**src/rtl/ysyx_24100006_lsu_axi_master.sv**
```systemverilog
// AXI-Lite initiator for the LSU: one request at a time, load byte-lane alignment and extension,
// store lane shifting/strobes, bus-error and misalignment reporting.
module ysyx_24100006_lsu_axi_master #(
  parameter bit MISALIGN_CHECK = 1'b1
) (
  input  logic        clk,
  input  logic        reset,
  input  logic        req_valid,
  output logic        req_ready,
  input  logic        req_wen,
  input  logic [31:0] req_addr,
  input  logic [31:0] req_wdata,
  input  logic [1:0]  req_size,
  input  logic        req_unsigned,
  output logic        resp_valid,
  output logic [31:0] resp_rdata,
  output logic        resp_err,
  output logic [31:0] axi_araddr,
  output logic        axi_arvalid,
  input  logic        axi_arready,
  input  logic [31:0] axi_rdata,
  input  logic [1:0]  axi_rresp,
  input  logic        axi_rvalid,
  input  logic        axi_rlast,
  output logic        axi_rready,
  output logic [31:0] axi_awaddr,
  output logic        axi_awvalid,
  input  logic        axi_awready,
  output logic [31:0] axi_wdata,
  output logic [3:0]  axi_wstrb,
  output logic        axi_wvalid,
  input  logic        axi_wready,
  input  logic [1:0]  axi_bresp,
  input  logic        axi_bvalid,
  output logic        axi_bready
);

  typedef enum logic [2:0] {S_IDLE, S_AR, S_R, S_AW_W, S_B, S_RESP} state_t;

  state_t      state;
  logic [1:0]  off_q;
  logic [1:0]  size_q;
  logic        uns_q;
  logic        aw_done;
  logic        w_done;
  logic        req_mis;
  logic [3:0]  strb_base;
  logic        aw_fin;
  logic        w_fin;
  logic        unused_rlast;

  assign unused_rlast = axi_rlast;
  assign req_ready    = (state == S_IDLE);
  assign aw_fin       = aw_done | (axi_awvalid & axi_awready);
  assign w_fin        = w_done | (axi_wvalid & axi_wready);

  always_comb begin
    req_mis   = 1'b0;
    strb_base = 4'b1111;
    case (req_size)
      2'd0: strb_base = 4'b0001;
      2'd1: begin
        strb_base = 4'b0011;
        req_mis   = req_addr[0];
      end
      default: req_mis = |req_addr[1:0];
    endcase
  end

  // Shift the addressed lane down, keep 8/16/32 bits, then sign/zero extend.
  function automatic logic [31:0] load_ext(input logic [31:0] data, input logic [1:0] off,
                                           input logic [1:0] size, input logic uns);
    logic [31:0] raw;
    raw = data >> {off, 3'b000};
    case (size)
      2'd0:    return uns ? {24'b0, raw[7:0]} : {{24{raw[7]}}, raw[7:0]};
      2'd1:    return uns ? {16'b0, raw[15:0]} : {{16{raw[15]}}, raw[15:0]};
      default: return raw;
    endcase
  endfunction

  always_ff @(posedge clk) begin
    if (reset) begin
      state       <= S_IDLE;
      off_q       <= 2'b0;
      size_q      <= 2'b0;
      uns_q       <= 1'b0;
      aw_done     <= 1'b0;
      w_done      <= 1'b0;
      resp_valid  <= 1'b0;
      resp_rdata  <= 32'b0;
      resp_err    <= 1'b0;
      axi_araddr  <= 32'b0;
      axi_arvalid <= 1'b0;
      axi_rready  <= 1'b0;
      axi_awaddr  <= 32'b0;
      axi_awvalid <= 1'b0;
      axi_wdata   <= 32'b0;
      axi_wstrb   <= 4'b0;
      axi_wvalid  <= 1'b0;
      axi_bready  <= 1'b0;
    end else begin
      resp_valid <= 1'b0;
      case (state)
        S_IDLE: begin
          if (req_valid) begin
            off_q  <= req_addr[1:0];
            size_q <= req_size;
            uns_q  <= req_unsigned;
            if (MISALIGN_CHECK && req_mis) begin
              state      <= S_RESP;
              resp_valid <= 1'b1;
              resp_err   <= 1'b1;
              resp_rdata <= 32'b0;
            end else if (req_wen) begin
              state       <= S_AW_W;
              axi_awaddr  <= req_addr;
              axi_awvalid <= 1'b1;
              axi_wdata   <= req_wdata << {req_addr[1:0], 3'b000};
              axi_wstrb   <= strb_base << req_addr[1:0];
              axi_wvalid  <= 1'b1;
              aw_done     <= 1'b0;
              w_done      <= 1'b0;
            end else begin
              state       <= S_AR;
              axi_araddr  <= req_addr;
              axi_arvalid <= 1'b1;
            end
          end
        end
        S_AR: begin
          if (axi_arready) begin
            axi_arvalid <= 1'b0;
            axi_rready  <= 1'b1;
            state       <= S_R;
          end
        end
        S_R: begin
          if (axi_rvalid) begin
            axi_rready <= 1'b0;
            state      <= S_RESP;
            resp_valid <= 1'b1;
            resp_err   <= (axi_rresp != 2'b00);
            resp_rdata <= (axi_rresp != 2'b00) ? 32'b0 : load_ext(axi_rdata, off_q, size_q, uns_q);
          end
        end
        S_AW_W: begin
          // Each channel retires independently; move on once both have handshaken.
          if (axi_awvalid && axi_awready) axi_awvalid <= 1'b0;
          if (axi_wvalid && axi_wready) axi_wvalid <= 1'b0;
          aw_done <= aw_fin;
          w_done  <= w_fin;
          if (aw_fin && w_fin) begin
            state      <= S_B;
            axi_bready <= 1'b1;
          end
        end
        S_B: begin
          if (axi_bvalid) begin
            axi_bready <= 1'b0;
            state      <= S_RESP;
            resp_valid <= 1'b1;
            resp_err   <= (axi_bresp != 2'b00);
            resp_rdata <= 32'b0;
          end
        end
        S_RESP:  state <= S_IDLE;
        default: state <= S_IDLE;
      endcase
    end
  end

endmodule

```
**config.mk**
```make
export PLATFORM = sky130hd
export DESIGN_NAME = ysyx_24100006_lsu_axi_master
export DESIGN_NICKNAME = d
export VERILOG_FILES = /design/src/rtl/ysyx_24100006_lsu_axi_master.sv
export SDC_FILE = /design/constraint.sdc
export NUM_CORES = 1
export LEC_CHECK = 0
export ABC_AREA = 1
export BUFFER_PORTS_ARGS = -buffer_cell sky130_fd_sc_hd__clkbuf_2
export CORE_MARGIN = 4
export CORE_UTILIZATION = 49
export DETAILED_ROUTE_END_ITERATION = 12
export PLACE_DENSITY_LB_ADDON = 0.08
export SLEW_MARGIN = 30
export SYNTH_ARGS = -nofsm -noshare
export SYNTH_HDL_FRONTEND = slang
export SYNTH_SLANG_ARGS = --single-unit
```
**constraint.sdc**
```tcl
create_clock -name clk -period 1.75 [get_ports clk]
set_input_delay 0.0875 -clock clk [delete_from_list [all_inputs] [get_ports clk]]
set_output_delay 0.0875 -clock clk [all_outputs]
set_load 0.01 [all_outputs]
```
Word-level counts from Yosys, hierarchy flattened. Cells that the tools add are included. Widths: inputs -> output; s select.

Register bits: 149. Input bits: 113. Output and inout bits: 140. Word-level logic and storage cells: 121.

Equality and inequality tests: 17. Shift operators: 3. Mux-type cells: 52. Bitwise logic cells: 6. Reductions and logical operators: 25.

Operators by type and width (count): $mux 32 (7); $pmux 32 s3 (1); $pmux 32 s2 (1); $shl 32x5->32 (1); $shr 32x5->32 (1); $reduce_and 5->1 (5); $mux 1 (24); $mux 3 (6); $ne 2x2->1 const B (9); $pmux 1 s2 (8); $pmux 3 s5 (1); $reduce_and 4->1 (3); $reduce_bool 2->1 (6); $pmux 4 s2 (1); $eq 3x2->1 const B (2); $pmux 1 s3 (2); $reduce_and 3->1 (2); $eq 2x1->1 const B (2); $logic_not 2->1 (2); $ne 2x1->1 const B (2); $shl 4x2->4 (1); $eq 3x1->1 const B (1); $eq 3x3->1 const B (1); $logic_and 1x1->1 (3); 8 further kinds (11).

Longest topological paths before layout. Gate-level depths: netlist (run 1).

Depth in word-level cells: 6. Depth in mapped cells: 11. Gate-level depth less buffers: 9.

Worst setup path before layout (run 1). Ideal clock, no wire load.

Path type: register -> register. From: register state[2]. To: register axi_wstrb[0]. Library setup time: 0.128 ns. Data arrival time: 1.296 ns. Required time: 1.622 ns. Slack: 0.326 ns. Stages on the path, launching flop included: 9. Path buffers: 2. Clock period less this slack: 1.424 ns. Path through: dfxtp_1 nor2_2 nand2_2 nor2_8 nand3_4 buf_6 buf_2 a21oi_1 nor2_1.

Cells in the longest elaborated chain, start to end: 2.

RTL lines: start: declaration (RTL line 40) `state_t state;`; start signal: assignment (RTL line 84) `state <= S_IDLE;`; start signal: assignment (RTL line 111) `state <= S_RESP;`; start signal: assignment (RTL line 116) `state <= S_AW_W;`; $logic_not 3->1 (RTL line 104) `case (state)`; $reduce_and 4->1 (no line); end signal: assignment (RTL line 120) `axi_wstrb <= strb_base << req_addr[1:0];`; end: declaration (RTL line 30) `output logic [3:0] axi_wstrb,`.

No other way between the ends. A chain may end at the register's enable or synchronous reset.

Worst setup path in the final report (run 1).
From: register state[0]. To: register axi_wdata[16].

Cells in the longest elaborated chain, start to end: 2.

RTL lines: $logic_not 3->1 (RTL line 104); $reduce_and 4->1 (no line); end signal: assignment (RTL line 119) `axi_wdata <= req_wdata << {req_addr[1:0], 3'b000};`; end: declaration (RTL line 29) `output logic [31:0] axi_wdata,`.

No other way between the ends.

==> results.yml, run 1 <==
status:
  outcome: "completed"
logic_synthesis:
  synthMuxAreaShare_pct: 0
  synth_ff_type: "dfxtp_1"
  ys_ff_latch: 149
  synth_compound_area_share_pct: 17.02
  yosysTopAreaCell: "dfxtp_1"
  synth.cell_area_um2: 6690
  synth-xor-area-share_pct: 0
  synth-simple-area-share_pct: 31.18
  synth_cells: 977
  synthArstFlopShare_pct: 0
  syn_nets: 1090
  yosysWarnings: 0
  synth_top_family_by_area: "simple AND/OR/NAND/NOR gates"
  syn_avg_cell_area_um2: 6.848
  synthTopCellsByArea: "dfxtp_1 45%, nor2_1 12%, nand2_1 11%"
  netlist.area_leader.share_pct: 44.59
  synth_fa_ha_area_share_pct: 0
  ys_seq_area_share_pct: 44.59
  synth_edf_count: 0
  synthDistinctLibCells: 29
sta:
  tns_ns: 0
  tightestPinTransition_ns: 0.6500
  slew_headroom_pct: 56.67
  rsz0062_at_grt: "no"
  setup_viol: 0
  report.final.hold_viol_count: 0
  fin_crit_sh_pct: 94.10
  fmax_mhz: 607.2
  skew_ns: 0.005003
  slew_viol_final: 0
  timing.final.crit_period_ns: 1.647
detailed_routing:
  drc_errors: 0
  dr.pass1.iters: 5
  ant_nets: 0
  num_vias: 7295
  vias_per_cell: 5.062
  drt_iter0_drc: 604
  drt-total-wl_mm: 20.81
  wire_per_inst_um: 14.44
finish:
  layout.cells.non_filler: 1441
  diodes: 0
  fin_nets: 1365
  synthToLayoutAreaGrowth_pct: 37.24
  final_area_um2: 9181
  multi_input_area_um2: 3244
  fill_cells: 1179
  register_area_um2: 2984
  drive_above_1_share_pct: 26.72
hold_path:
  hold_end: "axi_awvalid"
  hp-class: "in2reg"
  holdCritStartpoint: "axi_awready"
  min_path_cells: 4
die:
  io_pins: 253
  rows: 42
  fp.coreArea_um2: 13300
  die_area_um2: 15590
  die_w_um: 124.8
  die_h_um: 124.8
  initial_core_util_pct: 50.32
power_and_ir_drop:
  power.leakage_uw: 0.004281
  power.switching_uw: 4179
  sequentialPowerShare_pct: 35.3
  power.internal_uw: 7394
  clkPwrFrac_pct: 31.7
  swShare_pct: 36.11
  total_power_uw: 11570
  vdd_drop_max_uv: 685.6
  cellPowerDensity_nw_per_um2: 1260
  p_comb_share_pct: 33.0
clocking:
  clk_latency_ns: 0.42
  cts_sinks: 149
  htreeDepth: 4
  cts_tree: "yes"
  root_buffer: "clkbuf_16"
  clock_path_buffers: 2
  clkTransAtPathRegs_ns: 0.06
  cts_buffers: 17
critical_path:
  reg2reg_from: "state[0]"
  arrival_ns: 1.95
  path_max_fanout: 14
  start_kind: "flip-flop"
  worstSetupEndpointType: "flip-flop"
  r2r_setup_slack_ns: 0.10
  worstReg2RegEnd: "axi_wdata[16]"
  required_ns: 2.05
  r2r.worst_path.cells: 7
  critPathKind: "reg2reg"
global_route:
  antenna_found_initial: 0
  grtUsageTotal_pct: 25.62
  globalRouteOverflowTotal: 0
  grt_max_degree: 80
  grt_pass1_wl_mm: 33.08
  grt_pass1_vias: 6740
placement:
  io_buffers: 251
  hpwl_mm: 14.45
  gp_congestion: 0.8785
  placed_area_um2: 8084
  place_inst: 1363
job:
  cap_violations: 0
[power groups by stage]
stage                     logic, uW  registers, uW  clock network, uW
after floorplan                2400           4250                  0
after global placement         3610           4120                  0
after detailed placement       3650           4130                  0
after CTS                      3770           4060               3720
after global routing           4210           4130               3880
final                          3820           4080               3670
[worst max-delay path, stage by stage, from the launching register on]
cell and delay (ns):
dfxtp_1 0.37, inv_1 0.14, nand2_2 0.12, nor2_8 0.12
nand3_4 0.23, buf_4 0.27, o21ai_0 0.22, nor2_1 0.06
[final cells by class]
class | count | area share [%]
multi-input combinational | 723 | 35.34
sequential | 149 | 32.50
clock buffer | 20 | 4.974
tap | 176 | 2.398
inverter | 38 | 1.690
timing repair buffer | 323 | 21.52
clock inverter | 12 | 1.581
[placed cells by master (no fill, tap or decap), types with 4 or more instances in the layout]
master,synthesis,final
nand2_2,6,6
clkbuf_2,1,251
o31ai_1,13,13
nor2_1,215,214
dfxtp_1,149,148
a21oi_1,82,82
o21ai_0,105,104
dlygate4sd3_1,0,45
nand3_1,69,69
buf_12,0,5
nor2_2,5,4
inv_2,9,8
clkbuf_16,0,17
buf_4,9,21
inv_1,29,28
clkinv_4,0,5
o21ai_1,14,15
nand2_1,197,197
[registers in the layout, summed over array words and instances (netlist names), 2 cells and up]
register,flops
resp_rdata,32
state,3
axi_awaddr,32
axi_wdata,32
off_q,2
axi_araddr,32
axi_wstrb,4
size_q,2
[metal layers]
layer / wire (um) / global-route usage, %
met5: 0 / 0
met1: 8699 / 31.29
met3: 1549 / 7.376
met2: 10140 / 43.58
met4: 424 / 8.227
[logic make-up after synthesis]
logic type | Yosys count
flops | 149
compound gates | 219
buf+inv | 105
simple gates | 504
[worst max path at each step]
stage | startpoint | end | slack (ns) | depth (start not counted)
6_report | state[0] | axi_wdata[16] | 0.10 | 7
5_1_grt | state[0] | axi_wdata[24] | 0.003 | 8
4_1_cts | state[1] | axi_wdata[12] | 0.04 | 8
3_5_place_dp | state[1] | resp_rdata[24] | 0.01 | 8
3_3_place_gp | state[1] | resp_rdata[27] | 0.09 | 8
2_1_floorplan | state[2] | axi_wstrb[0] | 0.33 | 8
[stage by stage]
stage | utilization (%) | hold slack, ns | setup slack (ns)
6_report | 69.06 | 0.02140 | 0.1032
5_1_grt | 69.06 | 0.03251 | 0.003033
4_1_cts | 68.74 | 0.01664 | 0.03543
3_5_place_dp | 60.80 | 0.3278 | 0.009887
3_3_place_gp | 60.80 | 0.3213 | 0.08525
2_1_floorplan | - | 0.2224 | 0.3261
[cell usage after synthesis (4+ instances only)]
library cell  number
nand2_1          197
o31ai_1           13
clkbuf_1          30
nand2_2            6
buf_4              9
inv_1             29
nor2_2             5
o21ai_1           14
inv_2              9
a21oi_1           82
o21ai_0          105
buf_6              4
nand3_1           69
nor2_1           215
buf_2             19
dfxtp_1          149
buf_1              4
[timing repair]
action,4_1_cts,5_1_grt
endpoints found under the setup margin,32,84
cloned,0,0
pin swaps,0,0
gates resized for setup,1,12
endpoints found under the hold margin,74,0
buffers inserted,0,1
hold buffers,45,0
Power figures use the tool's default switching activity.
==> inputs of run 2 (changes only) <==
BUFFER_PORTS_ARGS = -buffer_cell sky130_fd_sc_hd__buf_2   (was -buffer_cell sky130_fd_sc_hd__clkbuf_2)
SLEW_MARGIN = 5   (was 30)
==> run 2 against run 1 <==
Clock power about the same. Non-clock buffer count decreased by 1. Register-to-register slack improved by 0.03 ns. Critical path depth increased by 1. Critical endpoint is now axi_wdata[24]. Die area unchanged. First-iteration DRC count decreased by 9.3%.
==> results.yml, run 2 (synthesis results as in run 1) <==
status:
  outcome: "completed"
finish:
  diodes: 0
  final_cell_mix: "251 x buf_2, 215 x nor2_1, 197 x nand2_1, 149 x dfxtp_1, 105 x o21ai_0"
  fill_cells: 1168
  drive_above_1_share_pct: 26.44
  fin_nets: 1365
  synthToLayoutAreaGrowth_pct: 36.79
  final_common_cell: "buf_2"
hold_path:
  hp-class: "in2reg"
  min_path_cells: 4
  holdCritStartpoint: "axi_awready"
  hold_end: "axi_awvalid"
critical_path:
  start_kind: "flip-flop"
  worstSetupEndpointType: "flip-flop"
  r2r_setup_slack_ns: 0.13
  r2r.worst_path.cells: 8
  path_max_fanout: 19
  reg2reg_from: "state[0]"
  arrival_ns: 1.92
  critPathKind: "reg2reg"
  required_ns: 2.05
  worstReg2RegEnd: "axi_wdata[24]"
sta:
  report.final.hold_viol_count: 0
  fin_crit_sh_pct: 92.39
  rsz0062_at_grt: "no"
  slew_headroom_pct: 56.10
  fmax_mhz: 618.5
  tns_ns: 0
  tightestPinTransition_ns: 0.6585
  skew_ns: 0.007064
  setup_viol: 0
  timing.final.crit_period_ns: 1.617
  slew_viol_final: 0
power_and_ir_drop:
  vdd_drop_max_uv: 762.8
  total_power_uw: 11480
  power.leakage_uw: 0.004350
  cellPowerDensity_nw_per_um2: 1255
die:
  rows: 42
  die_area_um2: 15590
  io_pins: 253
  initial_core_util_pct: 50.32
  fp.coreArea_um2: 13300
  die_w_um: 124.8
  die_h_um: 124.8
detailed_routing:
  drt-total-wl_mm: 20.77
  ant_nets: 0
  vias_per_cell: 5.128
  drt_iter0_drc: 548
  wire_per_inst_um: 14.44
  drc_errors: 0
  dr.pass1.iters: 5
  num_vias: 7379
placement:
  hpwl_mm: 14.45
  gp_congestion: 0.9099
  io_buffers: 251
clocking:
  htreeDepth: 4
  cts_setup_buffers: 0
  cts_buffers: 17
  clkTransAtPathRegs_ns: 0.06
  cts_tree: "yes"
  clk_latency_ns: 0.42
  clock_path_buffers: 2
  cts_sinks: 149
  root_buffer: "clkbuf_16"
global_route:
  grt_pass1_wl_mm: 33.76
  grtUsageTotal_pct: 26.02
  antenna_found_initial: 0
  grt_pass1_vias: 6817
  grt_max_degree: 60
  globalRouteOverflowTotal: 0
job:
  cap_violations: 0
## run 2: cell count changes in the layout (fill, tap and decap cells not counted), sizes merged, moves of 2 or more
cell	change
buf	+250
inv	-2
clkinvlp	+3
clkbuf	-253
clkinv	-2
## run 2: area by class of cell
| class | instances | area [um^2] | area share, % |
|---|---|---|---|
| inverter | 38 | 146.4 | 1.600 |
| multi-input combinational | 724 | 3236 | 35.36 |
| tap | 176 | 220.2 | 2.406 |
| clock inverter | 12 | 156.4 | 1.709 |
| clock buffer | 18 | 429.2 | 4.690 |
| sequential | 149 | 2983 | 32.60 |
| timing repair buffer | 322 | 1981 | 21.64 |
## run 2: worst max path at each step
stage	startpoint	to	slack (ns)
floorplan	state[2]	axi_wstrb[0]	0.33
global placement	state[1]	axi_wdata[7]	0.13
detailed placement	state[1]	axi_wdata[0]	0.05
CTS	state[1]	axi_wdata[7]	0.05
global route	state[1]	axi_wdata[2]	0.003
finish	state[0]	axi_wdata[24]	0.13
## run 2: critical path, stage by stage (launching register included)
cell	delay, ns
dfxtp_1	0.39
inv_1	0.11
nand2_2	0.15
nor2_8	0.06
nand3_4	0.10
clkinv_2	0.21
buf_12	0.23
o21ai_0	0.17
nor2_1	0.07
## run 2: timing repair
| action | CTS | global route |
|---|---|---|
| endpoints found under the setup margin | 0 | 41 |
| hold buffers | 45 | 0 |
| resized for setup | 0 | 5 |
| endpoints found under the hold margin | 74 | 0 |
## run 2: metal layers
layer | GRT usage [%] | vias up | share of wire (%)
met5 | 0 | - | 0
met4 | 8.801 | 0 | 2.7
met3 | 7.890 | 37 | 7.8
met2 | 43.61 | 280 | 48
met1 | 31.91 | 3328 | 42
li1 | - | 3734 | -
## run 2: where the power goes
part           internal (uW)  total [uW]  switching, uW  leakage, uW
clock network           2230        3650           1420     0.000275
registers               3810        4050            240      0.00121
logic                   1370        3780           2410      0.00287
## run 2: stage by stage
step / setup slack [ns] / util [%] / cell area, um^2 / hold slack (ns) / std cells
after detailed placement: 0.05475 / 60.90 / 8097 / 0.3216 / 1363
after global routing: 0.003214 / 68.83 / 9151 / 0.04023 / 1439
after global placement: 0.1279 / 60.90 / 8097 / 0.3169 / 1363
after CTS: 0.04634 / 68.69 / 9133 / 0.01037 / 1438
after floorplan: 0.3261 / - / 6690 / 0.2224 / 977
final: 0.1332 / 68.83 / 9151 / 0.01837 / 1439
==> inputs of run 3 (changes only) <==
CORE_UTILIZATION = 53   (was 49)
SETUP_SLACK_MARGIN = 0.3   (was default)
TNS_END_PERCENT = 20   (was default)
clock period = 1.9 ns   (was 1.75 ns; I/O delays follow)
==> run 3 against run 2 <==
Worst setup slack improved by 0.13 ns. Sequential power decreased by 7.4%. Clock-buffer cell count unchanged. Critical path depth increased by 2. Worst hold slack improved by 0.013 ns. Cell count about the same. Critical path type is now in2reg. Critical endpoint is now axi_wstrb[0]. Highest routed layer unchanged.
==> results.yml, run 3 (synthesis results as in run 1) <==
global_route:
  grt_max_degree: 60
  grt_pass1_wl_mm: 33.64
  antenna_found_initial: 0
  grtUsageTotal_pct: 28.71
  grt_pass1_vias: 6912
  globalRouteOverflowTotal: 0
die:
  rows: 40
  io_pins: 253
  die_h_um: 120.4
  fp.coreArea_um2: 12160
  initial_core_util_pct: 55.01
  die_w_um: 120.4
  die_area_um2: 14480
sta:
  fmax_mhz: 610.0
  slew_viol_final: 0
  skew_ns: 0.009525
  fin_crit_sh_pct: 86.27
  tns_ns: 0
  setup_viol: 0
  fin_hold_ws_ns: 0.03102
  slew_headroom_pct: 54.21
  worst_slack_ns: 0.2608
  tightestPinTransition_ns: 0.6869
  timing.final.crit_period_ns: 1.639
  rsz0062_at_grt: "yes"
  report.final.hold_viol_count: 0
finish:
  synthToLayoutAreaGrowth_pct: 40.51
  final_common_cell: "buf_2"
  diodes: 0
  final_cell_mix: "251 x buf_2, 213 x nor2_1, 196 x nand2_1, 145 x dfxtp_1, 98 x o21ai_0"
  fin_nets: 1372
  drive_above_1_share_pct: 28.38
critical_path:
  start_kind: "input pin"
  arrival_ns: 1.90
  critPathKind: "in2reg"
  path_max_fanout: 5
  worstSetupEndpointType: "flip-flop"
  r2r_setup_slack_ns: 0.27
  required_ns: 2.17
clocking:
  root_buffer: "clkbuf_16"
  clkTransAtPathRegs_ns: 0.06
  clk_latency_ns: 0.42
  cts_buffers: 17
  cts_sinks: 149
  clock_path_buffers: 2
  htreeDepth: 4
  cts_tree: "yes"
placement:
  pre_cts_slack_ns: 0.1469
  gp_congestion: 0.9141
  io_buffers: 251
  hpwl_mm: 14.11
detailed_routing:
  wire_per_inst_um: 15.17
  drt_iter0_drc: 652
  drt-total-wl_mm: 21.85
  ant_nets: 0
  num_vias: 7513
  drc_errors: 0
  vias_per_cell: 5.217
  dr.pass1.iters: 7
power_and_ir_drop:
  vdd_drop_max_uv: 731.9
  cellPowerDensity_nw_per_um2: 1182
  power.leakage_uw: 0.004458
hold_path:
  hp-class: "in2reg"
job:
  cap_violations: 0
status:
  outcome: "completed"
[run 3: cell types whose count changed in the layout (fill, tap and decap cells not counted), sizes merged]
cell    delta
nand3      +1
clkbuf     +1
buf        +4
nand2      +1
clkinv     +2
[run 3: worst max-delay path, stage by stage]
cell	delay (ns)
dlygate4sd3_1	0.56
buf_2	0.14
inv_1	0.11
nand2_1	0.12
nand3_2	0.13
nand3_4	0.13
buf_12	0.17
buf_4	0.13
a21oi_1	0.22
nor2_1	0.10
[run 3: metal layers]
metal	vias to the layer above	GRT usage (%)	share of wire (%)
li1	3764	-	-
met1	3352	34.72	39
met2	333	47.45	48
met3	64	7.717	8.6
met4	0	13.81	4.1
met5	-	0	0
[run 3: path summary, 6_finish.rpt]
path / from / to / cells after the start
worst max-delay path: req_size[1] / axi_wstrb[0] / 10
worst min-delay path: axi_bvalid / axi_bready / 4
worst max register to register: state[2] / axi_wstrb[0] / 8
worst min register to register: resp_rdata[9] / resp_rdata[9] / 2
[run 3: power breakdown]
part / leakage (uW) / switching, uW / internal (uW)
Combinational: 0.00295 / 2430 / 1460
Clock: 0.000294 / 1360 / 2110
Sequential: 0.00121 / 235 / 3520
Total: 0.00446 / 4020 / 7100
[run 3: final cells by class]
cell class                 instances  area (um^2)
clock buffer                      18        439.2
clock inverter                    14        177.7
fill                             965         2761
inverter                          38        168.9
multi-input combinational        726         3323
sequential                       149         2988
tap                              168        210.2
timing repair buffer             327         2093
[run 3: what timing repair did]
item	in CTS	in global routing
resized for setup	17	31
setup endpoints to repair	81	121
hold buffers	45	0
cloned	1	4
buffers inserted	6	3
endpoints found under the hold margin	74	0
pin swaps	2	7
[run 3: through the flow]
| stage | instances | instance area, um^2 | utilization (%) | power [uW] |
|---|---|---|---|---|
| final | 1440 | 9400 | 77.29 | 11110 |
| after global routing | 1440 | 9400 | 77.29 | 11720 |
| after CTS | 1433 | 9255 | 76.10 | 10830 |
| after detailed placement | 1349 | 8041 | 66.12 | 7087 |
| after global placement | 1349 | 8041 | 66.12 | 7052 |
| after floorplan | 977 | 6690 | - | 6130 |
